**src/rtl/seq_nonrestoring_divider.sv**
```systemverilog
// Iterative non-restoring divider: one quotient bit per clock, then one remainder-fix cycle.
// Define NRDIV_SIGNED_EN for two's-complement operands (adds a SIGN state, +1 cycle latency).
module seq_nonrestoring_divider #(
  parameter int DW = 16,
  parameter int VW = 8
) (
  input  logic          i_clk,
  input  logic          i_rst,
  input  logic          i_in_valid,
  output logic          o_in_ready,
  input  logic [DW-1:0] i_dividend,
  input  logic [VW-1:0] i_divisor,
  output logic          o_out_valid,
  input  logic          i_out_ready,
  output logic [DW-1:0] o_quotient,
  output logic [VW-1:0] o_remainder,
  output logic          o_dbz,
  output logic          o_busy
);

  localparam int CW = (DW > 1) ? $clog2(DW) : 1;

`ifdef NRDIV_SIGNED_EN
  typedef enum logic [2:0] {S_IDLE, S_RUN, S_FIX, S_SIGN, S_DONE} state_t;
`else
  typedef enum logic [2:0] {S_IDLE, S_RUN, S_FIX, S_DONE} state_t;
`endif

  state_t        r_state, w_next;
  logic [DW-1:0] r_dvd;
  logic [VW-1:0] r_v;
  logic [VW:0]   r_p;
  logic [DW-1:0] r_q;
  logic [CW-1:0] r_cnt;
  logic          r_zero;
  logic [DW-1:0] r_quot;
  logic [VW-1:0] r_rem;
  logic          r_dbz;
`ifdef NRDIV_SIGNED_EN
  logic          r_negQ;
  logic          r_negR;
`endif

  logic          w_accept;
  logic          w_divZero;
  logic [DW-1:0] w_dvdMag;
  logic [VW-1:0] w_dvsMag;
  logic [VW:0]   w_vext;
  logic [VW:0]   w_a;
  logic [VW:0]   w_sum;
  logic [VW-1:0] w_rem;

  assign o_in_ready  = (r_state == S_IDLE) & ~i_rst;
  assign o_busy      = (r_state != S_IDLE);
  assign o_out_valid = (r_state == S_DONE);
  assign o_quotient  = r_quot;
  assign o_remainder = r_rem;
  assign o_dbz       = r_dbz;

  assign w_accept  = i_in_valid & o_in_ready;
  assign w_divZero = (i_divisor == '0);

`ifdef NRDIV_SIGNED_EN
  assign w_dvdMag = i_dividend[DW-1] ? (~i_dividend + 1'b1) : i_dividend;
  assign w_dvsMag = i_divisor[VW-1]  ? (~i_divisor + 1'b1)  : i_divisor;
`else
  assign w_dvdMag = i_dividend;
  assign w_dvsMag = i_divisor;
`endif

  // One shared adder: RUN feeds 2P+b, FIX feeds P; the sign of P picks add or subtract.
  // P wraps modulo 2^(VW+1) inside RUN, but each result lands back in [-V, V).
  assign w_vext = {1'b0, r_v};
  assign w_a    = (r_state == S_FIX) ? r_p : {r_p[VW-1:0], r_dvd[DW-1]};
  assign w_sum  = r_p[VW] ? (w_a + w_vext) : (w_a - w_vext);
  assign w_rem  = r_p[VW] ? w_sum[VW-1:0] : r_p[VW-1:0];

  always_comb begin
    w_next = r_state;
    case (r_state)
      S_IDLE: if (w_accept) w_next = w_divZero ? S_FIX : S_RUN;
      S_RUN:  if (r_cnt == '0) w_next = S_FIX;
`ifdef NRDIV_SIGNED_EN
      S_FIX:  w_next = r_zero ? S_DONE : S_SIGN;
      S_SIGN: w_next = S_DONE;
`else
      S_FIX:  w_next = S_DONE;
`endif
      S_DONE: if (i_out_ready) w_next = S_IDLE;
      default: w_next = S_IDLE;
    endcase
  end

  always_ff @(posedge i_clk) begin
    if (i_rst) begin
      r_state <= S_IDLE;
      r_dvd   <= '0;
      r_v     <= '0;
      r_p     <= '0;
      r_q     <= '0;
      r_cnt   <= '0;
      r_zero  <= 1'b0;
      r_quot  <= '0;
      r_rem   <= '0;
      r_dbz   <= 1'b0;
`ifdef NRDIV_SIGNED_EN
      r_negQ  <= 1'b0;
      r_negR  <= 1'b0;
`endif
    end else begin
      r_state <= w_next;
      case (r_state)
        S_IDLE: begin
          if (w_accept) begin
            // A zero divisor skips RUN; the raw dividend is kept for the remainder.
            r_dvd  <= w_divZero ? i_dividend : w_dvdMag;
            r_v    <= w_dvsMag;
            r_p    <= '0;
            r_q    <= '0;
            r_cnt  <= CW'(DW - 1);
            r_zero <= w_divZero;
`ifdef NRDIV_SIGNED_EN
            r_negQ <= i_dividend[DW-1] ^ i_divisor[VW-1];
            r_negR <= i_dividend[DW-1];
`endif
          end
        end
        S_RUN: begin
          r_p   <= w_sum;
          r_q   <= {r_q[DW-2:0], ~w_sum[VW]};
          r_dvd <= r_dvd << 1;
          r_cnt <= r_cnt - 1'b1;
        end
        S_FIX: begin
          if (r_zero) begin
            r_quot <= '1;
            r_rem  <= r_dvd[VW-1:0];
            r_dbz  <= 1'b1;
          end else begin
            r_quot <= r_q;
            r_rem  <= w_rem;
            r_dbz  <= 1'b0;
          end
        end
`ifdef NRDIV_SIGNED_EN
        S_SIGN: begin
          if (r_negQ) r_quot <= ~r_quot + 1'b1;
          if (r_negR) r_rem  <= ~r_rem + 1'b1;
        end
`endif
        default: ;
      endcase
    end
  end

endmodule
```
**config.mk**
```make
export PLATFORM = sky130hd
export DESIGN_NAME = seq_nonrestoring_divider
export DESIGN_NICKNAME = d
export VERILOG_FILES = /design/src/rtl/seq_nonrestoring_divider.sv
export SDC_FILE = /design/constraint.sdc
export NUM_CORES = 1
export LEC_CHECK = 0
export BUFFER_PORTS_ARGS = -buffer_cell sky130_fd_sc_hd__buf_2
export CAP_MARGIN = 40
export CORE_ASPECT_RATIO = 0.8
export CORE_MARGIN = 5
export CORE_UTILIZATION = 55
export CTS_CLUSTER_SIZE = 24
export DETAILED_ROUTE_END_ITERATION = 16
export GPL_TIMING_DRIVEN = 0
export PLACE_DENSITY_LB_ADDON = 0.3
export SYNTH_ARGS = -nofsm -noshare
export SYNTH_HDL_FRONTEND = slang
export SYNTH_SLANG_ARGS = --single-unit
```
**constraint.sdc**
```tcl
create_clock -name i_clk -period 5.78 [get_ports i_clk]
set_input_delay 0.289 -clock i_clk [delete_from_list [all_inputs] [get_ports i_clk]]
set_output_delay 0.289 -clock i_clk [all_outputs]
set_load 0.05 [all_outputs]
```
==> results of run 1 <==
final timing paths:
| path | depth (start not counted) | slack (ns) | to |
|---|---|---|---|
| max | 13 | 2.37 | r_p[8]$_SDFFE_PP0P_ |
| min | 3 | 0.13 | r_v[3]$_SDFFE_PP0P_ |
| max reg2reg | 13 | 2.37 | r_p[8]$_SDFFE_PP0P_ |
| min reg2reg | 2 | 0.47 | o_quotient[15]$_SDFFE_PP0P_ |
kinds of logic after synthesis:
| family | after synthesis |
|---|---|
| buf+inv | 49 |
| compound gates | 122 |
| mux | 14 |
| xor+xnor | 9 |
| flops | 81 |
| fa+ha+maj | 15 |
| simple gates | 166 |
critical path, delay by kind of cell (launching register included):
family,cells,cell delay (ns)
mux,1,0.40
compound gates,3,1.07
fa+ha+maj,3,0.52
simple gates,2,0.16
flops,1,0.36
buf+inv,4,0.78
sequential cells by signal (all words and copies together), names as in the netlist:
name         flops
r_zero           1
r_v              8
o_quotient      16
r_p              9
o_dbz            1
o_remainder      8
r_q             16
r_state          2
r_dvd           16
r_cnt            4
where the power goes:
| part | switching, W | internal (W) |
|---|---|---|
| clock | 0.000226 | 0.000291 |
| combinational | 0.000676 | 0.000360 |
| sequential | 0.0000940 | 0.000678 |
| total | 0.000996 | 0.00133 |
metal layers:
layer	vias up	wire length [µm]	global-route usage [%]
met1	1735	4640	32.9
met4	0	218	8.24
met3	26	877	6.46
met2	154	4810	37.5
li1	1776	-	-
met5	-	0	0
synth_stat cells (all sizes together) (4+ instances only):
master,number
nand3,5
or3,5
mux2,8
o22ai,17
xor2,6
clkbuf,17
a211oi,21
a32oi,4
buf,13
a21oi,19
a22oi,19
o21ai,20
dfxtp,81
nand2,27
mux2i,6
nor2,86
inv,19
nor2b,6
nor3,20
or4,4
ha,14
layout make-up:
| class | count | area (µm²) |
|---|---|---|
| plain buffers | 30 | 136 |
| clock buffers | 9 | 124 |
| clock inverters | 7 | 125 |
| fillers | 591 | 2380 |
| inverters | 19 | 71.3 |
| multi-input cells | 326 | 2050 |
| flip-flops and latches | 81 | 1620 |
| well taps | 87 | 109 |
| repair buffers | 55 | 275 |
stage by stage:
stage               std cells  hold slack, ns  total power, W
floorplan                 456           0.397         0.00155
global placement          598           0.437         0.00176
detailed placement        598           0.465         0.00180
CTS                       614           0.124         0.00232
global route              614           0.121         0.00247
finish                    614           0.126         0.00233
==> impl_metrics.py, run 1 <==
metrics = {
    "sta": {
        "finalHoldViolCount": 0,
        "finalWorstSetupSlack_ns": 2.37,
        "relSlewSlack_pct": 43.2,
        "maxSlewViolCount": 0,
        "fin_worst_skew_ns": 0.0103,
        "fin_crit_sh_pct": 59.1,
        "max_freq_ghz": 0.293,
        "tightest_slew_ns": 0.847,
        "period_needed_ns": 3.41,
        "rsz0062_at_grt": "false",
        "setup_violations": 0,
        "fin_tns_setup_ns": 0,
    },
    "route": {
        "ant_nets": 0,
        "routedWlPerCell_um": 17.2,
        "drt-initial-drc-count": 255,
        "dr.pass1.iters": 5,
        "vias_per_cell": 6.01,
        "via_count": 3691,
        "drt-total-wl_mm": 10.5,
        "drcViolationCount": 0,
    },
    "clock_tree": {
        "clkSinkCount": 81,
        "cts_tree": "done",
        "cts_buffers": 9,
        "cts_buffer_depth": 2,
        "cts_hold_buf": 0,
        "post_cts_resized": 0,
        "cts_setup_buffers": 0,
        "cts_root_buffer": "clkbuf_8",
        "cts_max_level": 3,
        "clkLatencyLatePin_ns": 0.36,
        "path_clk_slew_ns": 0.09,
    },
    "critical_path": {
        "worst-endpoint-required_ns": 6.03,
        "cp-end-kind": "register",
        "crit_arrival_ns": 3.67,
        "slowest_stage": "clkbuf_1",
        "max_stage_delay_ns": 0.45,
        "crit_path_cell_trace": "inv_1 > ha_1 > buf_2 > clkbuf_1 > mux2_2 > ha_1 > inv_1 > fa_1 > nor2b_1 > o31a_1 > o41ai_4 > nor4b_4 > a311o_1",
        "crit_fanout": 10,
        "crit_type": "register to register",
        "startpoint_type": "register",
        "r2r_start": "r_state[0]$_SDFFE_PP0P_",
        "crit_path_start": "r_state[0]$_SDFFE_PP0P_",
    },
    "die": {
        "coreArea_um2": 6890,
        "die-area_um2": 8850,
        "ios": 56,
        "chipWidth_um": 104,
        "start_util_pct": 56.3,
        "die_h_um": 85.1,
        "rows": 27,
    },
    "cells_and_area": {
        "final_common_cell": "nor2_1",
        "antenna_cells": 0,
        "area_growth_pct": 16.3,
        "fin_util_pct": 65.5,
        "layout-drive-gt1-share_pct": 17.6,
        "nets": 565,
        "final_cell_mix": "nor2_1 (86), dfxtp_1 (81), buf_2 (59), nand2_1 (27), a211oi_1 (21)",
        "fin_area_um2": 4510,
    },
    "place": {
        "placed_area_um2": 4270,
        "preCtsSetupSlack_ns": 2.41,
        "hpwl_mm": 7.49,
        "gp_congestion": 0.876,
        "io_buffers": 55,
    },
    "yosys": {
        "synth_compound_area_share_pct": 22.0,
        "synth_mux_area_share_pct": 3.87,
        "synth.area.top_cells": "dfxtp_1 (42%), nor2_1 (8.3%), ha_1 (4.5%), a211oi_1 (4.1%), a22oi_1 (3.7%)",
        "synth_edf_count": 0,
        "ys_async_sr_fraction_pct": 0,
        "yosysTopAreaCellShare_pct": 41.8,
        "ys.flop_type": "dfxtp_1",
        "synth-seq-area-share_pct": 41.8,
        "synth.net_count": 499,
        "syn_area_um2": 3880,
        "yosysWarnings": 0,
        "synth-simple-area-share_pct": 20.0,
        "synth_largest_area_cell": "dfxtp_1",
        "syn_inst": 456,
        "synth_top_family_by_area": "compound AO/OA/AOI/OAI gates",
        "synth.avg_cell_area_um2": 8.51,
        "synthDistinctLibCells": 55,
        "synth_xor_area_share_pct": 2.03,
        "yosys.area_share.adder_pct": 5.03,
        "synth-seq-cells": 81,
    },
    "run_status": {
        "outcome": "completed",
    },
    "job": {
        "maxCapViolCount": 0,
    },
    "hold_path": {
        "worstHoldStart": "i_divisor[3]",
        "hold_class": "primary input to register",
    },
    "grt": {
        "first_global_vias": 3526,
        "antenna_found_initial": 0,
        "grt_pass1_wl_mm": 17.5,
        "grt_usage_pct": 24.2,
        "grt_max_degree": 16,
        "grt_overflow": 0,
    },
    "power": {
        "ir_drop_v": 0.000333,
        "p_leak_nw": 1.85,
        "power_density_nw_per_um2": 515,
    },
}
Power figures use the tool's default switching activity.
==> run 2, diff against run 1 <==
- ABC_AREA: unset -> 1
- CORE_UTILIZATION: 55 -> 52
- clock period: 5.78 -> 2.9 ns (I/O delays scaled with it)
==> run 2 against run 1 <==
Largest cell class unchanged. Final cell count increased by 16%. Die area increased by 8.5%. Critical path type unchanged. Largest power group unchanged. Critical path depth grew 2. Highest routed layer unchanged. Global-route usage decreased by 1.9 points.
==> impl_metrics.py, run 2 <==
metrics = {
    "run_status": {
        "outcome": "completed",
    },
    "sta": {
        "fin_crit_sh_pct": 91.5,
        "finalHoldViolCount": 0,
        "fin_worst_skew_ns": 0.0122,
        "max_freq_ghz": 0.377,
        "setup_violations": 0,
        "rsz0062_at_grt": "false",
        "maxSlewViolCount": 0,
        "relSlewSlack_pct": 52.8,
        "tightest_slew_ns": 0.708,
        "period_needed_ns": 2.65,
        "finalWorstSetupSlack_ns": 0.245,
    },
    "cells_and_area": {
        "nets": 648,
        "area_growth_pct": 16.3,
        "final_cell_mix": "nand2_1 (155), dfxtp_1 (81), buf_2 (61), inv_1 (51), a21oi_1 (39)",
        "layout-drive-gt1-share_pct": 22.6,
        "antenna_cells": 0,
        "stdcell_count": 715,
        "final_common_cell": "nand2_1",
    },
    "yosys": {
        "synth_common_cells": "nand2_1 (155), dfxtp_1 (81), inv_1 (52)",
        "syn_area_um2": 4020,
        "synth.net_count": 581,
        "yosysTopAreaCellShare_pct": 40.3,
        "ys.flop_type": "dfxtp_1",
        "synth-seq-cells": 81,
        "yosysMostFrequentCell": "nand2_1",
        "synth_edf_count": 0,
        "syn_inst": 538,
        "ys_async_sr_fraction_pct": 0,
        "synth.avg_cell_area_um2": 7.47,
        "synth_largest_area_cell": "dfxtp_1",
        "yosysWarnings": 0,
        "synth-seq-area-share_pct": 40.3,
        "synth.area.top_cells": "dfxtp_1 (40%), nand2_1 (14%), a21oi_1 (5.0%), inv_1 (4.9%), o221a_2 (4.5%)",
        "synthDistinctLibCells": 35,
    },
    "route": {
        "via_count": 3804,
        "routedWlPerCell_um": 14.3,
        "dr.pass1.iters": 5,
        "ant_nets": 0,
        "drcViolationCount": 0,
        "vias_per_cell": 5.32,
        "drt-initial-drc-count": 320,
        "drt-total-wl_mm": 10.2,
    },
    "critical_path": {
        "crit_type": "register to register",
        "crit_family": "adder cells",
        "cp-end-kind": "register",
        "rrSetupSlack_ns": 0.25,
        "path_buf_inv": 4,
        "crit_arrival_ns": 2.88,
        "worst-endpoint-required_ns": 3.12,
        "crit_path_cell_trace": "inv_1 > ha_2 > clkinvlp_4 > o21ai_0 > ha_1 > inv_1 > fa_1 > inv_1 > nand3_1 > nand2_1 > nand2_1 > nand3_1 > nand3_1 > a21oi_2 > nor2_1",
        "max_stage_delay_ns": 0.41,
        "slowest_stage": "fa_1",
        "crit_fanout": 4,
        "startpoint_type": "register",
    },
    "grt": {
        "grt_pass1_wl_mm": 16.8,
        "antenna_found_initial": 0,
        "grt_overflow": 0,
        "grt_max_degree": 15,
        "grt_usage_pct": 22.3,
        "first_global_vias": 3618,
    },
    "die": {
        "chipWidth_um": 108,
        "die-area_um2": 9600,
        "start_util_pct": 53.9,
        "coreArea_um2": 7460,
        "ios": 56,
        "rows": 28,
        "die_h_um": 88.6,
    },
    "place": {
        "io_buffers": 55,
        "preCtsSetupSlack_ns": -0.0513,
        "gp_congestion": 0.861,
        "hpwl_mm": 7.61,
        "placedCellCount": 698,
    },
    "clock_tree": {
        "path_clk_slew_ns": 0.08,
        "clkSinkCount": 81,
        "cts_root_buffer": "clkbuf_8",
        "cts_tree": "done",
        "cts_buffer_depth": 2,
        "clkLatencyLatePin_ns": 0.36,
        "cts_buffers": 9,
        "cts_max_level": 3,
    },
    "power": {
        "totalPowerFinal_w": 0.00431,
        "p_leak_nw": 1.95,
        "power_density_nw_per_um2": 921,
        "ir_drop_v": 0.000577,
    },
    "hold_path": {
        "hold_class": "primary input to register",
    },
    "job": {
        "maxCapViolCount": 0,
    },
}
-- run 2: metrics by stage --
step / setup TNS (ns) / utilization (%) / hold WS (ns) / area (µm²)
after global routing: 0 / 62.6 / 0.0587 / 4670
after detailed placement: -0.105 / 59.3 / 0.427 / 4430
final: 0 / 62.6 / 0.0554 / 4670
after global placement: -0.000908 / 59.3 / 0.417 / 4430
after floorplan: 0 / - / 0.292 / 4020
after CTS: 0 / 62.2 / 0.0467 / 4640
-- run 2: cell families after synthesis --
group                    Yosys count  share of synthesized area (%)
AND/OR/NAND/NOR                  229                           24.3
AO/OA/AOI/OAI                    119                           19.5
buffers and inverters             86                           9.21
flip-flops                        81                           40.3
XOR/XNOR                           8                           1.74
adder cells (fa/ha/maj)           15                           4.86
-- run 2: layout make-up --
class	count	area (µm²)
fill	669	2790
timing repair buffer	57	290
inverter	57	219
sequential	81	1620
clock buffer	9	124
buffer	28	160
tap	105	131
clock inverter	7	93.8
multi-input combinational	371	2030
-- run 2: what timing repair did --
action,CTS,global route
buffers inserted,0,2
hold buffers,0,0
pin swaps,0,0
resized for setup,2,10
setup endpoints to repair,5,11
-- run 2: final timing paths --
path	start	to	depth (start not counted)
setup / recovery	r_state[0]$_SDFFE_PP0P_	o_remainder[6]$_SDFFE_PP0P_	15
hold / removal	i_dividend[13]	r_dvd[13]$_SDFFE_PP0P_	3
setup reg to reg	r_state[0]$_SDFFE_PP0P_	o_remainder[6]$_SDFFE_PP0P_	15
hold reg to reg	r_cnt[2]$_SDFFE_PP0P_	r_cnt[2]$_SDFFE_PP0P_	2
-- run 2: metal layers --
| metal | wire length (µm) | up-vias | part of all wire, % | track usage [%] |
|---|---|---|---|---|
| met5 | 0 | - | 0 | 0 |
| met4 | 165 | 0 | 1.6 | 8.03 |
| met3 | 806 | 21 | 7.9 | 5.11 |
| met2 | 4580 | 152 | 45 | 35.7 |
| met1 | 4680 | 1719 | 46 | 29.8 |
| li1 | - | 1912 | - | - |
-- run 2: tightest hold or removal path: stages --
cell     delay [ns]
buf_2          0.09
nand2_1        0.05
a31oi_1        0.07
-- run 2: power breakdown --
group	switching [W]	internal [W]	leakage, nW
registers	0.000123	0.00130	0.658
clock network	0.000425	0.000484	0.106
logic	0.00133	0.000645	1.19
total	0.00188	0.00243	1.95
